**src/rtl/dmem_arbiter.sv**
```systemverilog
// dmem_arbiter: two-port round-robin arbiter with ownership lock in front of a byte-column data memory.
// Build option DMEM_ARB_PERF_EN adds conflict and forced-lock-release counters.
module dmem_arbiter #(
    parameter int ADDR_W   = 16,
    parameter int DATA_W   = 32,
    parameter int LOCK_MAX = 15
) (
    input  logic                  i_clk,
    input  logic                  i_reset,
    input  logic                  i_req0,
    input  logic                  i_req1,
    input  logic                  i_we0,
    input  logic                  i_we1,
    input  logic                  i_lock0,
    input  logic                  i_lock1,
    input  logic [ADDR_W-1:0]     i_addr0,
    input  logic [ADDR_W-1:0]     i_addr1,
    input  logic [DATA_W-1:0]     i_wdata0,
    input  logic [DATA_W-1:0]     i_wdata1,
    input  logic [DATA_W/8-1:0]   i_bmask0,
    input  logic [DATA_W/8-1:0]   i_bmask1,
    output logic                  o_gnt0,
    output logic                  o_gnt1,
    output logic                  o_rvalid0,
    output logic                  o_rvalid1,
    output logic [DATA_W-1:0]     o_rdata0,
    output logic [DATA_W-1:0]     o_rdata1,
    output logic                  o_mem_en,
    output logic                  o_mem_we,
    output logic [ADDR_W-3:0]     o_mem_addr,
    output logic [DATA_W-1:0]     o_mem_wdata,
    output logic [DATA_W/8-1:0]   o_mem_bmask,
`ifdef DMEM_ARB_PERF_EN
    output logic [15:0]           o_perf_conflict,
    output logic [15:0]           o_perf_lockbrk,
`endif
    input  logic [DATA_W-1:0]     i_mem_rdata
);

    localparam int CW = $clog2(LOCK_MAX + 1);

    typedef enum logic [1:0] {IDLE, OWN0, OWN1} state_t;

    state_t        state;
    logic          rr_ptr;
    logic [CW-1:0] lock_cnt;
    logic          gnt0;
    logic          gnt1;
    logic          unlock;
    logic          force_rel;
    logic          unused_addr_lsb;

    assign unused_addr_lsb = ^{i_addr0[1:0], i_addr1[1:0]};

    always_comb begin
        gnt0 = 1'b0;
        gnt1 = 1'b0;
        unique case (state)
            IDLE: begin
                gnt0 = i_req0 & (~i_req1 | ~rr_ptr);
                gnt1 = i_req1 & (~i_req0 | rr_ptr);
            end
            OWN0:    gnt0 = i_req0;
            OWN1:    gnt1 = i_req1;
            default: ;
        endcase
        if (i_reset) begin
            gnt0 = 1'b0;
            gnt1 = 1'b0;
        end
    end

    assign o_gnt0 = gnt0;
    assign o_gnt1 = gnt1;

    always_comb begin
        o_mem_en    = gnt0 | gnt1;
        o_mem_we    = 1'b0;
        o_mem_addr  = '0;
        o_mem_wdata = '0;
        o_mem_bmask = '0;
        if (gnt0) begin
            o_mem_we    = i_we0;
            o_mem_addr  = i_addr0[ADDR_W-1:2];
            o_mem_wdata = i_wdata0;
            o_mem_bmask = i_we0 ? i_bmask0 : '0;
        end else if (gnt1) begin
            o_mem_we    = i_we1;
            o_mem_addr  = i_addr1[ADDR_W-1:2];
            o_mem_wdata = i_wdata1;
            o_mem_bmask = i_we1 ? i_bmask1 : '0;
        end
    end

    assign o_rdata0 = o_rvalid0 ? i_mem_rdata : '0;
    assign o_rdata1 = o_rvalid1 ? i_mem_rdata : '0;

    // An owner's own unlocking access wins over the timeout release.
    assign unlock    = (state == OWN0 && gnt0 && !i_lock0)
                     || (state == OWN1 && gnt1 && !i_lock1);
    assign force_rel = (state != IDLE) && (lock_cnt == CW'(LOCK_MAX)) && !unlock;

    always_ff @(posedge i_clk or posedge i_reset) begin
        if (i_reset) begin
            state     <= IDLE;
            rr_ptr    <= 1'b0;
            lock_cnt  <= '0;
            o_rvalid0 <= 1'b0;
            o_rvalid1 <= 1'b0;
        end else begin
            o_rvalid0 <= gnt0 & ~i_we0;
            o_rvalid1 <= gnt1 & ~i_we1;
            if (state == IDLE) begin
                lock_cnt <= '0;
                if (gnt0 || gnt1)
                    rr_ptr <= gnt0;
                if (gnt0 && i_lock0)
                    state <= OWN0;
                else if (gnt1 && i_lock1)
                    state <= OWN1;
            end else begin
                lock_cnt <= lock_cnt + 1'b1;
                if (unlock) begin
                    state <= IDLE;
                end else if (force_rel) begin
                    state  <= IDLE;
                    rr_ptr <= (state == OWN0);
                end
            end
        end
    end

`ifdef DMEM_ARB_PERF_EN
    always_ff @(posedge i_clk or posedge i_reset) begin
        if (i_reset) begin
            o_perf_conflict <= '0;
            o_perf_lockbrk  <= '0;
        end else begin
            if (i_req0 && i_req1 && o_perf_conflict != 16'hFFFF)
                o_perf_conflict <= o_perf_conflict + 16'd1;
            if (force_rel && o_perf_lockbrk != 16'hFFFF)
                o_perf_lockbrk <= o_perf_lockbrk + 16'd1;
        end
    end
`endif

endmodule

```
**config.mk**
```make
export PLATFORM = sky130hd
export DESIGN_NAME = dmem_arbiter
export DESIGN_NICKNAME = d
export VERILOG_FILES = /design/src/rtl/dmem_arbiter.sv
export SDC_FILE = /design/constraint.sdc
export NUM_CORES = 1
export LEC_CHECK = 0
export CAP_MARGIN = 20
export CORE_AREA = 4 4 100 102
export CTS_CLUSTER_DIAMETER = 100
export CTS_CLUSTER_SIZE = 40
export DETAILED_ROUTE_END_ITERATION = 10
export DIE_AREA = 0 0 104 106
export PLACE_DENSITY = 0.74
export REMOVE_ABC_BUFFERS = 1
export SLEW_MARGIN = 20
export SYNTH_ARGS = -nofsm -noshare
export SYNTH_HDL_FRONTEND = slang
export SYNTH_SLANG_ARGS = --single-unit
```
**constraint.sdc**
```tcl
create_clock -name i_clk -period 2.9 [get_ports i_clk]
set_input_delay 0.87 -clock i_clk [delete_from_list [all_inputs] [get_ports i_clk]]
set_output_delay 0.87 -clock i_clk [all_outputs]
set_load 0.01 [all_outputs]
```
==> flow_summary.ini, run 1 <==
[worst_setup_path]
timing.critical_path.required_ns = 2.03
r2r-start = lock_cnt[0]
regToRegEndpoint = rr_ptr
data_arrival_time_of_the_critical_path_ns = 2.03
worst-r2r-setup-slack_ns = 1.16
timing.critical_path.from_type = input port
criticalPathCategory = in -> out
endpoint_kind = output pin
worstPathMaxFanout = 7
worst_reg2reg_path_depth = 5

[clocking]
cts_inserted_buffers = 3
tritoncts = done
clock-sinks = 9
worst_setup_hold_path_clk_slew_ns = 0.05
clk_latency_ns = 0.23
ctsLongestPathBuffers = 2
cts_max_level = 1
clock-root-buffer = sky130_fd_sc_hd__clkbuf_8

[die]
die_height_um = 106
total_die_area_sq_um = 11000
placementRows = 35
ios = 264
core-area_sq_um = 9110
die_width_um = 104
floorplan.initialDensity = 0.153

[finish]
postLayoutCoreUtil = 0.484
finish.net_count = 601
diodes = 0
area_growth_syn_to_fin_pct = 216
postLayoutCellArea_sq_um = 4410
post_route_cells_drive_above_1_share = 0.209

[timing]
timing_max_transition_violations_final = 0
timing.final.hold_violations = 0
fin_skew_ns = 0.00155
timing.max_slew.rel_slack = 0.718
unrepaired_setup_endpoints_after_global_routing = yes
period_needed_ns = 2.90
post-route-period-util = 1.00
transition_time_of_the_tightest_slew_check_pin_ns = 0.416
post_route_setup_tns_ns = 0
worst_slack_ns = 0.00140
max_freq_ghz = 0.345
setup_viol = 0

[routing]
via_count = 2544
antenna_violating_nets_post_route = 0
route.final.wire_length_mm = 10.1
drc = 0
dr.pass1.iters = 4
routed_wire_length_per_instance_um = 17.8
initialDrtViolationCount = 54
route.detailed.vias_per_inst = 4.49

[worst_hold_path]
holdPathStages = 1
timing.hold.worst.start = lock_cnt[0]
path_type_of_the_worst_min_delay_path = reg -> reg
hold_end = lock_cnt[0]

[yosys]
post_synth_top_area_cell = sky130_fd_sc_hd__and2_1
post_synth_xor_area_fraction = 0.0125
yosysWarnings = 0
postSynth.asyncResetShare = 1.00
synth_ff_type = sky130_fd_sc_hd__dfrtp_1
combinational_family_with_the_most_area_after_synthesis = simple AND/OR/NAND/NOR gates
netlist-cell-type-count = 27
synth_area_leaders = sky130_fd_sc_hd__and2_1, sky130_fd_sc_hd__a22o_1, sky130_fd_sc_hd__dfrtp_1
yosys.area_share.adder = 0.00896
cell_area_synth_sq_um = 1400
synth_compound_area_frac = 0.375
yosys.cell_count.top_type = sky130_fd_sc_hd__and2_1
postSynthCellCount = 178
synth_seq_cells = 9
synth_area_per_cell_sq_um = 7.84
yosysSeqAreaShare = 0.161
number_of_flops_mapped_to_enable_cells_by_yosys = 0
yosys-mux-area-fraction = 0
synthDominantCellAreaShare = 0.291
synth_simple_gate_area_share = 0.379
synth_commonest_cells = sky130_fd_sc_hd__and2_1, sky130_fd_sc_hd__a22o_1, sky130_fd_sc_hd__dfrtp_1, sky130_fd_sc_hd__clkbuf_1, sky130_fd_sc_hd__buf_2

[flow_run]
maxCapViolations = 0

[placed_design]
gp_congestion = 0.817
dp_slack_ns = -0.871
placedInstanceArea_sq_um = 4190
dpl.hpwl_mm = 8.00
place.port_buffers = 259

[power]
ir_drop_mv = 0.133
powerDensity_nw_per_um2 = 356
static_power_due_to_leakage_nw = 2.26

[global_routing]
grt_usage = 0.166
antenna_violations_before_repair = 0
grt_pass1_wl_mm = 14.6
first_global_vias = 2632
grt_overflow_total = 0
grt_max_degree = 34

[status]
outcome = completed
[area by class of cell]
type	instances	area [sq um]
multi-input cells	150	1120
repair buffers	290	2880
well taps	111	139
clock buffers	4	45.0
inverters	2	7.51
flip-flops and latches	9	225
fillers	881	4700
[cells by family after synthesis]
| family | count (synthesis) |
|---|---|
| xor gates and xnor gates | 2 |
| adders and majority gates | 1 |
| AOI/OAI and AO/OA | 60 |
| DFF | 9 |
| buffers and inverters | 19 |
| and+or+nand+nor | 87 |
[per-stage QoR]
step           total power [W]  cells  hold slack (ns)
3_3_place_gp           0.00130    546            0.446
6_report               0.00157    566            0.469
4_1_cts                0.00157    567            0.473
5_1_grt                0.00167    566            0.500
3_5_place_dp           0.00131    546            0.458
2_1_floorplan         0.000609    161            0.433
[routing by layer]
layer / track usage / routed length (um)
met5: 0 / 0
met4: 0.0399 / 178
met3: 0.0516 / 1030
met2: 0.338 / 5360
met1: 0.162 / 3500
[worst max-delay path, cell delays in order]
cell and delay, ns:
sky130_fd_sc_hd__buf_6 0.09, sky130_fd_sc_hd__nor2b_4 0.12, sky130_fd_sc_hd__a211oi_4 0.25, sky130_fd_sc_hd__buf_6 0.16, sky130_fd_sc_hd__buf_12 0.12, sky130_fd_sc_hd__buf_16 0.12, sky130_fd_sc_hd__a22o_1 0.16, sky130_fd_sc_hd__buf_2 0.14
[cell usage in the layout, fill, tap and decap left out, drive strengths merged]
cell type	count
xnor2	1
nand2	2
or4	1
o211a	1
inv	2
nor2b	4
bufbuf	1
a32o	4
dlygate4sd2	8
nor2	6
a22o	46
ha	1
nand3	3
clkdlybuf4s50	178
dfrtp	9
clkbuf	5
and2	65
a21o	1
a221oi	1
xor2	1
a21oi	1
nor4b	2
dlymetal6s2s	18
nand3b	2
buf	83
nand2b	2
a211oi	3
clkdlybuf4s15	1
o21ai	3
[flip-flops by register name, indices dropped and copies added, names as in the netlist]
register and count:
rr_ptr 1, lock_cnt 4, o_rvalid0 1, o_rvalid1 1, state 2
[power breakdown]
group	switching (W)	internal, W	total [W]
Sequential	0.0000439	0.000167	0.000211
Clock	0.0000498	0.0000958	0.000146
Combinational	0.000496	0.000719	0.00121
Total	0.000590	0.000982	0.00157
[how the worst max path moves through the flow]
stage                       to   start  depth (start not counted)
4_1_cts          o_mem_addr[9]  i_req1                          8
6_report       o_mem_wdata[11]  i_req1                          8
2_1_floorplan   o_mem_bmask[0]  i_req1                          3
5_1_grt         o_mem_bmask[2]  i_req1                          8
3_5_place_dp    o_mem_addr[13]  i_req1                          6
3_3_place_gp    o_mem_addr[13]  i_req1                          6
[what timing repair did]
item | in CTS | in global routing
hold endpoints to repair | 0 | 0
endpoints found under the setup margin | 60 | 70
hold buffers | 0 | 0
cloned | 8 | 1
buffers inserted | 9 | 0
pin swaps | 13 | 25
resized for setup | 251 | 29
(Power assumes the default switching activity.)
==> run 2: changes to the inputs <==
- GPL_TIMING_DRIVEN: not set -> 1
- clock period: 2.9 -> 2.8 ns (I/O delays scaled with it)
==> run 2 against run 1 <==
Against the previous run: the flow now finishes with violations (negative setup slack); cell count decreased by 0.18%; critical path depth did not move; core utilization decreased by 0.98 points; non-clock buffer count fell by 1; first-iteration DRC count decreased by 20%; sequential cell count stayed put; worst setup slack lost 0.030 ns; clock power hardly changed; power decreased by 1.1%; die area is the same; clock-buffer cell count is the same; critical endpoint is now o_mem_bmask[1].
==> flow_summary.ini, run 2 (synthesis results as in run 1) <==
[status]
outcome = complete, but fails checks
violations = negative setup slack

[finish]
area_growth_syn_to_fin_pct = 210
commonest_cells_after_routing_fill_and_taps_aside = sky130_fd_sc_hd__clkdlybuf4s50_1, sky130_fd_sc_hd__and2_1, sky130_fd_sc_hd__a22o_1, sky130_fd_sc_hd__buf_2, sky130_fd_sc_hd__dlygate4sd2_1
postLayoutCoreUtil = 0.475
postLayoutCellArea_sq_um = 4320
final_cells = 565
layout.cells.most_common = sky130_fd_sc_hd__clkdlybuf4s50_1
post_route_cells_drive_above_1_share = 0.203
largest_register_ff_count = 4
layout_top_registers = lock_cnt x4, state x2
finish.net_count = 600
largest-register = lock_cnt
diodes = 0

[worst_setup_path]
criticalPathCategory = in -> out
worstPathMaxFanout = 7
timing.critical_path.required_ns = 1.96
timing.critical_path.from_type = input port
endpoint_kind = output pin
worst_reg2reg_path_depth = 8
data_arrival_time_of_the_critical_path_ns = 1.99

[clocking]
clk_latency_ns = 0.22
clock-sinks = 9
tritoncts = done
worst_setup_hold_path_clk_slew_ns = 0.04
ctsLongestPathBuffers = 2
cts_max_level = 1
cts_hold_repair.buffers = 0
clock-root-buffer = sky130_fd_sc_hd__clkbuf_8
cts_inserted_buffers = 3

[timing]
max_freq_ghz = 0.353
unrepaired_setup_endpoints_after_global_routing = yes
worst_slack_ns = -0.0291
post-route-period-util = 1.01
timing_max_transition_violations_final = 0
fin_skew_ns = 0.00152
timing.max_slew.rel_slack = 0.704
transition_time_of_the_tightest_slew_check_pin_ns = 0.437
timing.final.hold_violations = 0
setup_viol = 12
period_needed_ns = 2.83
post_route_setup_tns_ns = -0.194

[worst_hold_path]
path_type_of_the_worst_min_delay_path = reg -> reg
holdPathStages = 1

[placed_design]
place.port_buffers = 259
placed_cells_incl_taps = 550
placedInstanceArea_sq_um = 4230
dpl.hpwl_mm = 8.27
dp_slack_ns = -0.942
gp_congestion = 0.815

[die]
ios = 264
die_width_um = 104
placementRows = 35
floorplan.initialDensity = 0.153
core-area_sq_um = 9110
die_height_um = 106
total_die_area_sq_um = 11000

[power]
powerDensity_nw_per_um2 = 359
ir_drop_mv = 0.135
static_power_due_to_leakage_nw = 2.49

[flow_run]
maxCapViolations = 0

[global_routing]
grt_max_degree = 34
first_global_vias = 2602
grt_usage = 0.165
antenna_violations_before_repair = 0
grt_overflow_total = 0
grt_pass1_wl_mm = 14.5

[routing]
route.final.wire_length_mm = 10.1
via_count = 2491
initialDrtViolationCount = 43
route.detailed.vias_per_inst = 4.41
routed_wire_length_per_instance_um = 17.8
drc = 0
antenna_violating_nets_post_route = 0
dr.pass1.iters = 4
[run 2: changes by cell type in the layout (fill, tap and decap cells not counted), moves of 2 or more]
cell	previous run	this run
sky130_fd_sc_hd__clkdlybuf4s50_1	178	140
sky130_fd_sc_hd__dlygate4sd2_1	8	41
sky130_fd_sc_hd__dlymetal6s2s_1	18	23
sky130_fd_sc_hd__buf_16	6	4
[run 2: worst paths after layout]
| kind | startpoint | end | slack [ns] |
|---|---|---|---|
| max | i_req1 | o_mem_bmask[1] | -0.03 |
| min | lock_cnt[0] | lock_cnt[0] | 0.46 |
| max reg2reg | state[1] | rr_ptr | 1.13 |
| min reg2reg | lock_cnt[0] | lock_cnt[0] | 0.46 |
| max in group asynchronous | i_reset | o_rvalid1 | 2.02 |
| min in group asynchronous | i_reset | state[1] | 0.65 |
[run 2: timing repair]
action	CTS	global route
resized for setup	281	31
cloned	4	2
buffers inserted	5	0
endpoints found under the setup margin	93	72
pin swaps	16	17
[run 2: stage by stage]
stage | hold slack (ns) | total power [W]
finish | 0.457 | 0.00155
global route | 0.492 | 0.00166
CTS | 0.459 | 0.00154
detailed placement | 0.453 | 0.00139
global placement | 0.447 | 0.00137
floorplan | 0.433 | 0.000631
[run 2: cell type report]
class                      instances  area, sq um
clock buffer                       4         45.0
timing repair buffer             289         2810
multi-input combinational        150         1100
tap                              111          139
inverter                           2         7.51
fill                             905         4780
sequential                         9          225
[run 2: routing by layer]
metal	vias to the layer above	track usage	routed length, um	part of all wire
met1	1099	0.161	3480	0.35
li1	1208	-	-	-
met3	12	0.0431	877	0.087
met5	-	0	0	0
met2	172	0.332	5470	0.54
met4	0	0.0532	235	0.023
[run 2: critical path, stage by stage]
cell and delay [ns]:
sky130_fd_sc_hd__buf_6 0.09, sky130_fd_sc_hd__nor2b_4 0.12, sky130_fd_sc_hd__a211oi_4 0.25, sky130_fd_sc_hd__buf_6 0.16
sky130_fd_sc_hd__buf_12 0.11, sky130_fd_sc_hd__buf_16 0.11, sky130_fd_sc_hd__a32o_2 0.18, sky130_fd_sc_hd__buf_6 0.10
[run 2: where the power goes]
part / internal, W / switching, W / total (W) / leakage, nW
Sequential: 0.000173 / 0.0000392 / 0.000212 / 0.118
Clock: 0.0000988 / 0.0000467 / 0.000146 / 0.0228
Combinational: 0.000693 / 0.000503 / 0.00120 / 2.35
==> run 3: changes to the inputs <==
- CORE_AREA: 4 4 100 102 -> 4 4 99 101
- DIE_AREA: 0 0 104 106 -> 0 0 103 105
- PLACE_DENSITY: 0.74 -> 0.78
- clock period: 2.8 -> 2.6 ns (I/O delays scaled with it)
==> run 3 against run 2 <==
Against the previous run: the flow still finishes with violations (negative setup slack); worst hold slack better by 0.022 ns; core utilization increased by 0.13 points; cell count increased by 0.35%; non-clock buffer count increased by 2; design area down 0.69%; clock-buffer cell count is the same; critical endpoint is now o_mem_addr[8].
==> flow_summary.ini, run 3 (synthesis results as in run 1) <==
[status]
outcome = complete, but fails checks
violations = negative setup slack

[clocking]
cts_inserted_buffers = 3
cts_max_level = 1
ctsLongestPathBuffers = 2
worst_setup_hold_path_clk_slew_ns = 0.04
clock-sinks = 9
clock-root-buffer = sky130_fd_sc_hd__clkbuf_8
tritoncts = done
clk_latency_ns = 0.24

[routing]
dr.pass1.iters = 4
via_count = 2558
route.final.wire_length_mm = 10.2
route.detailed.vias_per_inst = 4.51
routed_wire_length_per_instance_um = 18.0
initialDrtViolationCount = 49
drc = 0
antenna_violating_nets_post_route = 0

[global_routing]
grt_overflow_total = 0
grt_usage = 0.171
grt_max_degree = 34
antenna_violations_before_repair = 0
grt_pass1_wl_mm = 14.4
first_global_vias = 2608

[worst_setup_path]
timing.critical_path.from_type = input port
cpMaxStageDelayCell = sky130_fd_sc_hd__a211oi_4
worstPathMaxFanout = 7
endpoint_kind = output pin
max_stage_delay_ns = 0.26
cp_cell_sequence = buf_8 -> nor2b_4 -> a211oi_4 -> buf_6 -> buf_8 -> a22o_1 -> buf_6
timing.critical_path.required_ns = 1.82
criticalPathCategory = in -> out
data_arrival_time_of_the_critical_path_ns = 1.90

[die]
core-area_sq_um = 9020
ios = 264
floorplan.initialDensity = 0.155
placementRows = 35
die_height_um = 105
total_die_area_sq_um = 10800
die_width_um = 103

[timing]
timing.max_slew.rel_slack = 0.691
max_freq_ghz = 0.373
unrepaired_setup_endpoints_after_global_routing = yes
worst_slack_ns = -0.0814
holdWs_ns = 0.479
fin_skew_ns = 0.00868
post-route-period-util = 1.03
setup_viol = 50
period_needed_ns = 2.68
timing_max_transition_violations_final = 0
timing.final.hold_violations = 0
transition_time_of_the_tightest_slew_check_pin_ns = 0.457

[placed_design]
place.port_buffers = 259
placedInstanceArea_sq_um = 4170
dpl.hpwl_mm = 8.12
gp_congestion = 0.862
placed_cells_incl_taps = 545

[power]
ir_drop_mv = 0.160
powerDensity_nw_per_um2 = 402
static_power_due_to_leakage_nw = 2.19
design_power_total_w = 0.00173

[finish]
finish.net_count = 602
final_cells = 567
diodes = 0
layout.cells.most_common = sky130_fd_sc_hd__clkdlybuf4s50_1
area_growth_syn_to_fin_pct = 208
post_route_cells_drive_above_1_share = 0.215
largest-register = lock_cnt
commonest_cells_after_routing_fill_and_taps_aside = sky130_fd_sc_hd__clkdlybuf4s50_1, sky130_fd_sc_hd__dlygate4sd2_1, sky130_fd_sc_hd__and2_1, sky130_fd_sc_hd__a22o_1, sky130_fd_sc_hd__buf_2
largest_register_ff_count = 4
postLayoutCellArea_sq_um = 4290
layout_top_registers = lock_cnt x4, state x2

[flow_run]
maxCapViolations = 0

[worst_hold_path]
path_type_of_the_worst_min_delay_path = reg -> reg
[run 3: routing by layer]
layer  vias up  track usage  part of all wire
met3        13       0.0414              0.11
met2       171        0.331              0.54
met1      1166        0.178              0.34
li1       1208            -                 -
met5         -            0                 0
met4         0       0.0398             0.015
[run 3: final timing paths]
check                            start            end  slack (ns)  depth (start not counted)
setup / recovery                i_req1  o_mem_addr[8]       -0.08                          7
hold / removal             lock_cnt[0]    lock_cnt[0]        0.48                          1
setup reg to reg           lock_cnt[0]         rr_ptr        0.90                          5
hold reg to reg            lock_cnt[0]    lock_cnt[0]        0.48                          1
max in group asynchronous      i_reset    lock_cnt[2]        1.86                          3
min in group asynchronous      i_reset       state[1]        0.59                          3
[run 3: report_power, final]
group | total [W] | switching (W) | internal, W
Combinational | 0.00132 | 0.000556 | 0.000766
Sequential | 0.000236 | 0.0000498 | 0.000186
Clock | 0.000168 | 0.0000603 | 0.000107
Total | 0.00172 | 0.000666 | 0.00106
[run 3: worst max-delay path, delay by kind of cell]
kind,cells,cell delay [ns]
AO/OA/AOI/OAI,2,0.42
buffers and inverters,4,0.56
AND/OR/NAND/NOR,1,0.13
[run 3: cell type report]
| cell class | instances | area [sq um] |
|---|---|---|
| Clock buffer | 4 | 45.0 |
| Fill cell | 902 | 4730 |
| Inverter | 2 | 7.51 |
| Sequential cell | 9 | 225 |
| Tap cell | 111 | 139 |
| Multi-Input combinational cell | 150 | 1120 |
| Timing Repair Buffer | 291 | 2760 |
[run 3: metrics by stage]
stage	setup WS (ns)	setup TNS, ns	util
after floorplan	-0.685	-34.72	-
after global placement	-1.05	-58.44	0.462
after detailed placement	-1.08	-60.10	0.462
after CTS	-0.161	-3.85	0.471
after global routing	-0.132	-4.77	0.476
final	-0.0814	-2.66	0.476
[run 3: timing repair]
action                                  in CTS  in global routing
hold buffers                                 0                  0
resized for setup                          330                 12
gates cloned                                 5                  3
setup buffers                                9                  5
pin swaps                                   30                 22
endpoints found under the setup margin     118                 53
